[src/rtl/bt_fhs_pkg.sv]
// Shared types and constants for the FHS payload receive controller.
// States, packet geometry, error codes and a saturating increment.
package bt_fhs_pkg;

  typedef enum logic [1:0] {
    ST_IDLE,
    ST_START,
    ST_RECV,
    ST_CHECK
  } fhs_state_e;

  localparam logic [3:0] TYPE_FHS = 4'b0010;

  localparam int FHS_INFO_BITS = 144;
  localparam int FHS_CRC_BITS  = 16;
  localparam int FHS_PKT_BITS  =
    FHS_INFO_BITS + FHS_CRC_BITS;

  localparam logic [1:0] ERR_NONE    = 2'd0;
  localparam logic [1:0] ERR_CRC     = 2'd1;
  localparam logic [1:0] ERR_TIMEOUT = 2'd2;
  localparam logic [1:0] ERR_ABORT   = 2'd3;

  function automatic logic [7:0] sat_inc(
    input logic [7:0] v
  );
    return (v == 8'hff) ? v : v + 8'd1;
  endfunction

endpackage

[src/rtl/fhs_rx_timer.sv]
// Cycle counter with clear and enable; flags when LIMIT-1 is reached.
// Stops counting at the limit so it never wraps.
module fhs_rx_timer #(
  parameter int LIMIT = 1800
) (
  input  logic clk_6M,
  input  logic rst,
  input  logic clr,
  input  logic en,
  output logic expired
);

  localparam int W = $clog2(LIMIT);

  logic [W-1:0] cnt;

  assign expired = (cnt == W'(LIMIT - 1));

  always_ff @(posedge clk_6M) begin
    if (rst || clr) begin
      cnt <= '0;
    end else if (en && !expired) begin
      cnt <= cnt + W'(1);
    end
  end

endmodule

[src/rtl/fhs_rx_ctrl.sv]
// FHS payload receive sequencer: start, bit count, CRC verdict.
// Commit pulse latches captured FHS fields downstream.
module fhs_rx_ctrl
  import bt_fhs_pkg::*;
#(
  parameter int TIMEOUT = 1800
) (
  input  logic       clk_6M,
  input  logic       rst,
  input  logic       fhs_en,
  input  logic       hdr_done_p,
  input  logic       hdr_ok,
  input  logic [3:0] hdr_type,
  input  logic       daten,
  input  logic       py_datvalid_p,
  input  logic       crc_ok,
  input  logic       rx_abort,
  output logic       dec_py_st_p,
  output logic       dec_py_period,
  output logic       rxfhs,
  output logic       crc_init_p,
  output logic       fhs_busy,
  output logic [7:0] bitcnt,
  output logic       fhs_commit_p,
  output logic       fhs_err_p,
  output logic [1:0] fhs_err_code,
  output logic [7:0] fhs_ok_cnt,
  output logic [7:0] fhs_err_cnt
);

  fhs_state_e state;

  logic       tmr_exp;
  logic       hdr_hit;
  logic       bit_p;
  logic       last_bit;
  logic       abort_hit;
  logic       fail;
  logic [1:0] fail_code;

  fhs_rx_timer #(
    .LIMIT (TIMEOUT)
  ) u_timer (
    .clk_6M  (clk_6M),
    .rst     (rst),
    .clr     (state == ST_START),
    .en      (state == ST_RECV),
    .expired (tmr_exp)
  );

  assign bit_p = daten & py_datvalid_p;

  assign hdr_hit = (state == ST_IDLE)
    & hdr_done_p & hdr_ok & fhs_en
    & (hdr_type == TYPE_FHS);

  assign abort_hit = rx_abort
    & (state != ST_IDLE);

  assign last_bit = (state == ST_RECV)
    & bit_p & ~rx_abort
    & (bitcnt == 8'(FHS_PKT_BITS - 1));

  // Abort outranks the last bit, which outranks timeout.
  assign fail = abort_hit
    | ((state == ST_RECV) & ~last_bit & tmr_exp)
    | ((state == ST_CHECK) & ~crc_ok);

  assign fail_code = abort_hit ? ERR_ABORT
    : (state == ST_CHECK) ? ERR_CRC
    : ERR_TIMEOUT;

  always_ff @(posedge clk_6M) begin
    if (rst) begin
      state         <= ST_IDLE;
      dec_py_st_p   <= 1'b0;
      crc_init_p    <= 1'b0;
      dec_py_period <= 1'b0;
      rxfhs         <= 1'b0;
      fhs_busy      <= 1'b0;
      bitcnt        <= 8'd0;
      fhs_commit_p  <= 1'b0;
      fhs_err_p     <= 1'b0;
      fhs_err_code  <= ERR_NONE;
      fhs_ok_cnt    <= 8'd0;
      fhs_err_cnt   <= 8'd0;
    end else begin
      dec_py_st_p  <= 1'b0;
      crc_init_p   <= 1'b0;
      fhs_commit_p <= 1'b0;
      fhs_err_p    <= 1'b0;
      if (hdr_hit) begin
        bitcnt <= 8'd0;
      end else if (last_bit ||
          (state == ST_RECV && bit_p
           && !rx_abort)) begin
        bitcnt <= bitcnt + 8'd1;
      end
      if (fail) begin
        state         <= ST_IDLE;
        fhs_busy      <= 1'b0;
        dec_py_period <= 1'b0;
        rxfhs         <= 1'b0;
        fhs_err_p     <= 1'b1;
        fhs_err_code  <= fail_code;
        fhs_err_cnt   <= sat_inc(fhs_err_cnt);
      end else begin
        unique case (state)
          ST_IDLE: begin
            if (hdr_hit) begin
              state        <= ST_START;
              dec_py_st_p  <= 1'b1;
              crc_init_p   <= 1'b1;
              fhs_busy     <= 1'b1;
              fhs_err_code <= ERR_NONE;
            end
          end
          ST_START: begin
            state         <= ST_RECV;
            dec_py_period <= 1'b1;
            rxfhs         <= 1'b1;
          end
          ST_RECV: begin
            if (last_bit) begin
              state         <= ST_CHECK;
              dec_py_period <= 1'b0;
              rxfhs         <= 1'b0;
            end
          end
          ST_CHECK: begin
            state        <= ST_IDLE;
            fhs_busy     <= 1'b0;
            fhs_commit_p <= 1'b1;
            fhs_ok_cnt   <= sat_inc(fhs_ok_cnt);
          end
        endcase
      end
    end
  end

endmodule
[config.mk]
export PLATFORM = sky130hd
export DESIGN_NAME = fhs_rx_ctrl
export DESIGN_NICKNAME = d
export VERILOG_FILES = /design/src/rtl/bt_fhs_pkg.sv /design/src/rtl/fhs_rx_timer.sv /design/src/rtl/fhs_rx_ctrl.sv
export SDC_FILE = /design/constraint.sdc
export NUM_CORES = 1
export LEC_CHECK = 0
export ABC_AREA = 0
export CAP_MARGIN = 20
export CORE_MARGIN = 2
export CORE_UTILIZATION = 50
export CTS_CLUSTER_SIZE = 14
export DETAILED_ROUTE_END_ITERATION = 10
export HOLD_SLACK_MARGIN = 0.05
export PLACE_DENSITY_LB_ADDON = 0.3
export SYNTH_ARGS = -nofsm -noshare
export SYNTH_HDL_FRONTEND = slang
export SYNTH_SLANG_ARGS = --single-unit
[constraint.sdc]
create_clock -name clk_6M -period 2.58 [get_ports clk_6M]
set_input_delay 0.516 -clock clk_6M [delete_from_list [all_inputs] [get_ports clk_6M]]
set_output_delay 0.516 -clock clk_6M [all_outputs]
set_load 0.02 [all_outputs]
**Word level (Yosys, flattened, before mapping)**

Cells that the tools add are included.

- Flip-flop bits (word level): 44
- Output and inout port bits: 33
- Bits of input ports: 13

- Add/sub/neg operators: 4
- Muxes and demuxes: 15
- Eq/ne operators: 10
- Bitwise logic cells: 21
- Reduce and logical (&&, ||, !) cells: 22

Operator list:

| operator | number |
|---|---|
| adder 8 x 1 -> 8 bit (second input constant) | 3 |
| equality test 8 bit (second input constant) | 3 |
| two-way mux 2 bit | 7 |
| bitwise AND 1 bit | 12 |
| adder 11 x 1 -> 11 bit (second input constant) | 1 |
| equality test 11 bit (second input constant) | 1 |
| AND reduction 2 bit | 5 |
| nonzero test 2 bit | 5 |
| case mux 2 bit (4 select lines) | 1 |
| inverter 1 bit | 7 |
| two-way mux 1 bit | 5 |
| equality test 2 bit (second input constant) | 2 |
| equality test 4 x 2 -> 1 bit (second input constant) | 1 |
| != test 2 bit (second input constant) | 2 |
| case mux 1 bit (2 select lines) | 2 |
| OR reduction 2 bit | 2 |
| logical AND 1 bit | 3 |
| AND reduction 3 bit | 1 |
| OR reduction 3 bit | 1 |
| equality test 2 x 1 -> 1 bit (second input constant) | 1 |
| logical NOT 1 bit | 2 |
| logical NOT 2 bit | 1 |
| logical OR 1 bit | 2 |
| OR 1 bit | 2 |

**Logic depth before layout (Yosys ltp)**

- Depth after elaboration: 11
- Mapped depth: 8
- Depth with buffers taken out: 7

**Modules after synthesis**

Synthesis repeated with hierarchy kept, for this count alone.

- Cell total of the unflattened synthesis: 249
- Area, all modules: 2183.3 µm²

Modules (own cells, without submodules):

| module | instances | area an instance (µm²) | sequential area each (µm²) | cells an instance |
|---|---|---|---|---|
| fhs_rx_ctrl | 1 | 1601.5 | 660.6 | 181 |
| fhs_rx_timer | 1 | 581.8 | 220.2 | 68 |

**Worst setup path before layout**

Ideal clock, no wire load.

- Path kind: reg2reg
- Start point: register state[0]
- End point: register fhs_ok_cnt[7]
- Period minus slack after synthesis: 1.980 ns
- Stages on the path, launching flop included: 8
- Path buffers: 0
- Required time: 2.459 ns
- Data arrival time: 1.860 ns
- Slack: 0.600 ns
- Path through: dfxtp_1 -> inv_1 -> ha_1 -> nand4b_1 -> nor3_4 -> o211ai_2 -> nor4_1 -> mux2_2

- Cells in the longest elaborated chain, start to end: 11

Ends and longest elaborated chain:

| what | line | RTL |
|---|---|---|
| from (decl) | fhs_rx_ctrl.sv:31 | `fhs_state_e state;` |
| from (signal assigned) | fhs_rx_ctrl.sv:75 | `state <= ST_IDLE;` |
| from (signal assigned) | fhs_rx_ctrl.sv:100 | `state <= ST_IDLE;` |
| from (signal assigned) | fhs_rx_ctrl.sv:111 | `state <= ST_START;` |
| equality test 2 bit | fhs_rx_ctrl.sv:60, fhs_rx_ctrl.sv:66 |  |
| bitwise AND 1 bit (2 in series) | fhs_rx_ctrl.sv:61 | `& bit_p & ~rx_abort` |
| bitwise AND 1 bit | fhs_rx_ctrl.sv:62 | `& (bitcnt == 8'(FHS_PKT_BITS - 1));` |
| inverter 1 bit | fhs_rx_ctrl.sv:66 | `\| ((state == ST_RECV) & ~last_bit & tmr_exp)` |
| bitwise AND 1 bit (2 in series) | fhs_rx_ctrl.sv:66 |  |
| OR 1 bit | fhs_rx_ctrl.sv:66 |  |
| OR 1 bit | fhs_rx_ctrl.sv:67 | `\| ((state == ST_CHECK) & ~crc_ok);` |
| inverter 1 bit (no source line) | - |  |
| AND reduction 3 bit (no source line) (*) | - |  |
| to (signal assigned) | fhs_rx_ctrl.sv:134 | `fhs_ok_cnt <= sat_inc(fhs_ok_cnt);` |
| to (decl) | fhs_rx_ctrl.sv:27 | `output logic [7:0] fhs_ok_cnt,` |

Mark *: on every way between the ends. The rest lies on a longest branch, timed or not.
A chain may end at the register's enable or synchronous reset.

**Final worst setup path**

Ends and elaborated chain as after synthesis.

==> impl_metrics.json <==
{
  "outcome": "complete, no violations",
  "drt-pass1-iter-count": 4,
  "cp_top_family": "simple AND/OR/NAND/NOR gates",
  "synth_edf_count": 0,
  "port_buffers": 45,
  "coreArea_sq_um": 4090,
  "cts.reportedPaths.clkPinSlew_ns": 0.08,
  "finalPower_mw": 1.45,
  "multi_input_area_sq_um": 1150,
  "cts_num_sinks": 44,
  "vias_per_cell": 5.43,
  "syn_inst": 246,
  "synth_top_cells_by_area": "dfxtp_1 41%, nor2_1 5.4%, xor2_1 5.3%",
  "required_ns": 2.77,
  "cp_data_arrival_time_ns": 2.40,
  "crit_path_start": "state[0]",
  "grt_usage_pct": 17.9,
  "max_slew.worst_pin.slew_ns": 0.629,
  "post_cts_buffers": 0,
  "switchingPower_mw": 0.404,
  "grt_pass1_vias": 1645,
  "crit_buf_inv": 1,
  "setup_slack_ns": 0.363,
  "power_leakage_nw": 0.981,
  "yosysTopAreaCellShare_pct": 40.8,
  "cts.path.max_buffers": 2,
  "layout.cells.non_filler": 342,
  "pwr-share-comb_pct": 18.9,
  "r2r_setup_slack_ns": 0.36,
  "end_kind": "register",
  "cts_resized": 0,
  "num_antenna_cells": 0,
  "synth-main-ff-cell": "dfxtp_1",
  "hold_viol": 0,
  "hold_slack_ns": 0.478,
  "routedWlPerCell_um": 12.2,
  "start_util_pct": 52.8,
  "path_class": "reg2reg",
  "intPower_mw": 1.05,
  "crit_cells": 7,
  "route.detailed.drc": 0,
  "synthTopCellsByCount": "44 x dfxtp_1, 31 x nor2_1, 17 x a21oi_1, 16 x nand2_1, 14 x o21ai_0",
  "r2r_cells": 7,
  "swShare_pct": 27.9,
  "final_util_pct": 66.3,
  "overflow": 0,
  "syn_nets": 268,
  "min_from": "fhs_busy",
  "ys_seq_area_share_pct": 40.8,
  "pwr-share-seq_pct": 50.4,
  "area_growth_pct": 25.5,
  "pwr-share-clk_pct": 30.7,
  "first_iter_violations": 130,
  "vias": 1856,
  "startpoint_type": "register",
  "totalWireLength_mm": 4.16,
  "htreeDepth": 2,
  "synth_most_common_cell": "dfxtp_1",
  "cp_cell_sequence": "inv_1 > ha_1 > nand4b_1 > nor3_4 > o211ai_2 > nor4_1 > mux2_2",
  "pin_count": 46,
  "synth_area_per_cell_sq_um": 8.78,
  "antenna_found_initial": 0,
  "die_x_um": 69.7,
  "hold_buffers": 0,
  "slew_violations": 0,
  "relSlewSlack_pct": 57.6,
  "die-area_sq_um": 4860,
  "power_density_nw_per_um2": 535,
  "place_hpwl_mm": 3.13,
  "grt_max_degree": 16,
  "synth_area_sq_um": 2160,
  "yosys.area.top_type": "dfxtp_1",
  "worstReg2RegStart": "state[0]",
  "globalplace.congestion": 0.748,
  "fin_crit_sh_pct": 85.9,
  "fin_crit_ns": 2.22,
  "dp_slack_ns": 0.146,
  "slowest_stage": "mux2_2",
  "grt_pass1_wl_mm": 7.27,
  "synth_cell_types": 44,
  "skew_ns": 0.00562,
  "dp.cells": 334,
  "crit_path_end": "fhs_ok_cnt[7]",
  "cap_violations": 0,
  "synth_seq_cells": 44,
  "fin_nets": 313,
  "drtAntennaViolNets": 0,
  "yosysWarningCount": 0,
  "fillers": 362,
  "hp-class": "reg2reg",
  "rows": 23,
  "setup_viol": 0,
  "fp.dieH_um": 69.7,
  "design_area_sq_um": 2710,
  "critPathMaxFanout": 7,
  "setup_tns_ns": 0,
  "drive_gt1_share_pct": 8.22,
  "irDropWorstVdd_uv": 449,
  "root_buffer": "clkbuf_8",
  "slowest_delay_ns": 0.36,
  "worstSkewPairLatency_ns": 0.29,
  "synth-async-reset-ratio_pct": 0,
  "clock.fmax_ghz": 0.451,
  "r2r-end": "fhs_ok_cnt[7]",
  "cts_tree": "yes",
  "rsz0062_at_grt": "no",
  "cts_made_buffers": 5,
  "placed_cell_area_sq_um": 2620,
  "seq_area_sq_um": 881
}
## worst min-delay path: stages (launching register included)
cell      delay, ns
dfxtp_1        0.32
inv_1          0.05
a221oi_1       0.06
## layout by cell type, fill, tap and decap left out, drive strengths merged, types with 2 or more instances in the layout
cell type and instances:
xnor2 2, ha 9, or4 4, nand3 11, dfxtp 44, clkbuf 7, nand4 8, nor3 4
nand4b 2, or2 2, o21ai 14, clkdlybuf4s50 45, o31ai 3, nand2b 6, and3 4, a211oi 3
and4b 2, a21oi 17, buf 4, and2 2, nor2 31, mux2i 3, nand2 16, or3 11
inv 12, nor4 2, xor2 13
## power by group through the flow
stage / sequential [mW] / clock (mW) / combinational (mW)
global route: 0.735 / 0.489 / 0.302
global placement: 0.746 / 0 / 0.269
floorplan: 0.764 / 0 / 0.163
detailed placement: 0.746 / 0 / 0.273
CTS: 0.731 / 0.458 / 0.275
finish: 0.730 / 0.445 / 0.274
## flip-flops by register name, indices dropped and copies added (netlist names)
signal,count
bitcnt,8
fhs_ok_cnt,8
crc_init_p,1
state,2
fhs_err_p,1
rxfhs,1
u_timer.cnt,11
fhs_commit_p,1
fhs_busy,1
fhs_err_code,2
fhs_err_cnt,8
## worst min-delay path by stage
stage                                end  slack (ns)  depth (start not counted)
after global placement          fhs_busy        0.46                          2
after detailed placement        fhs_busy        0.47                          2
after global routing            fhs_busy        0.52                          2
final                           fhs_busy        0.48                          2
after floorplan           u_timer.cnt[8]        0.46                          2
after CTS                       fhs_busy        0.48                          2
## cell type report
cell class,count,area share [%]
repair buffers,49,17.7
inverters,12,1.66
clock buffers,7,3.19
clock inverters,1,0.277
well taps,50,2.31
multi-input cells,179,42.3
flip-flops and latches,44,32.5
## metal layers
metal | wire length, um | GRT usage (%)
met1 | 2010 | 23.8
met4 | 51 | 5.77
met3 | 236 | 4.07
met2 | 1870 | 28.7
met5 | 0 | 0
## kinds of logic after synthesis
| family | synth area share, % |
|---|---|
| AND/OR/NAND/NOR | 27.6 |
| flip-flops | 40.8 |
| XOR/XNOR | 6.08 |
| multiplexers | 1.91 |
| AO/OA/AOI/OAI | 12.3 |
| buffers and inverters | 6.08 |
| adder cells (fa/ha/maj) | 5.21 |
No activity file was read; power rests on OpenSTA's default activity.
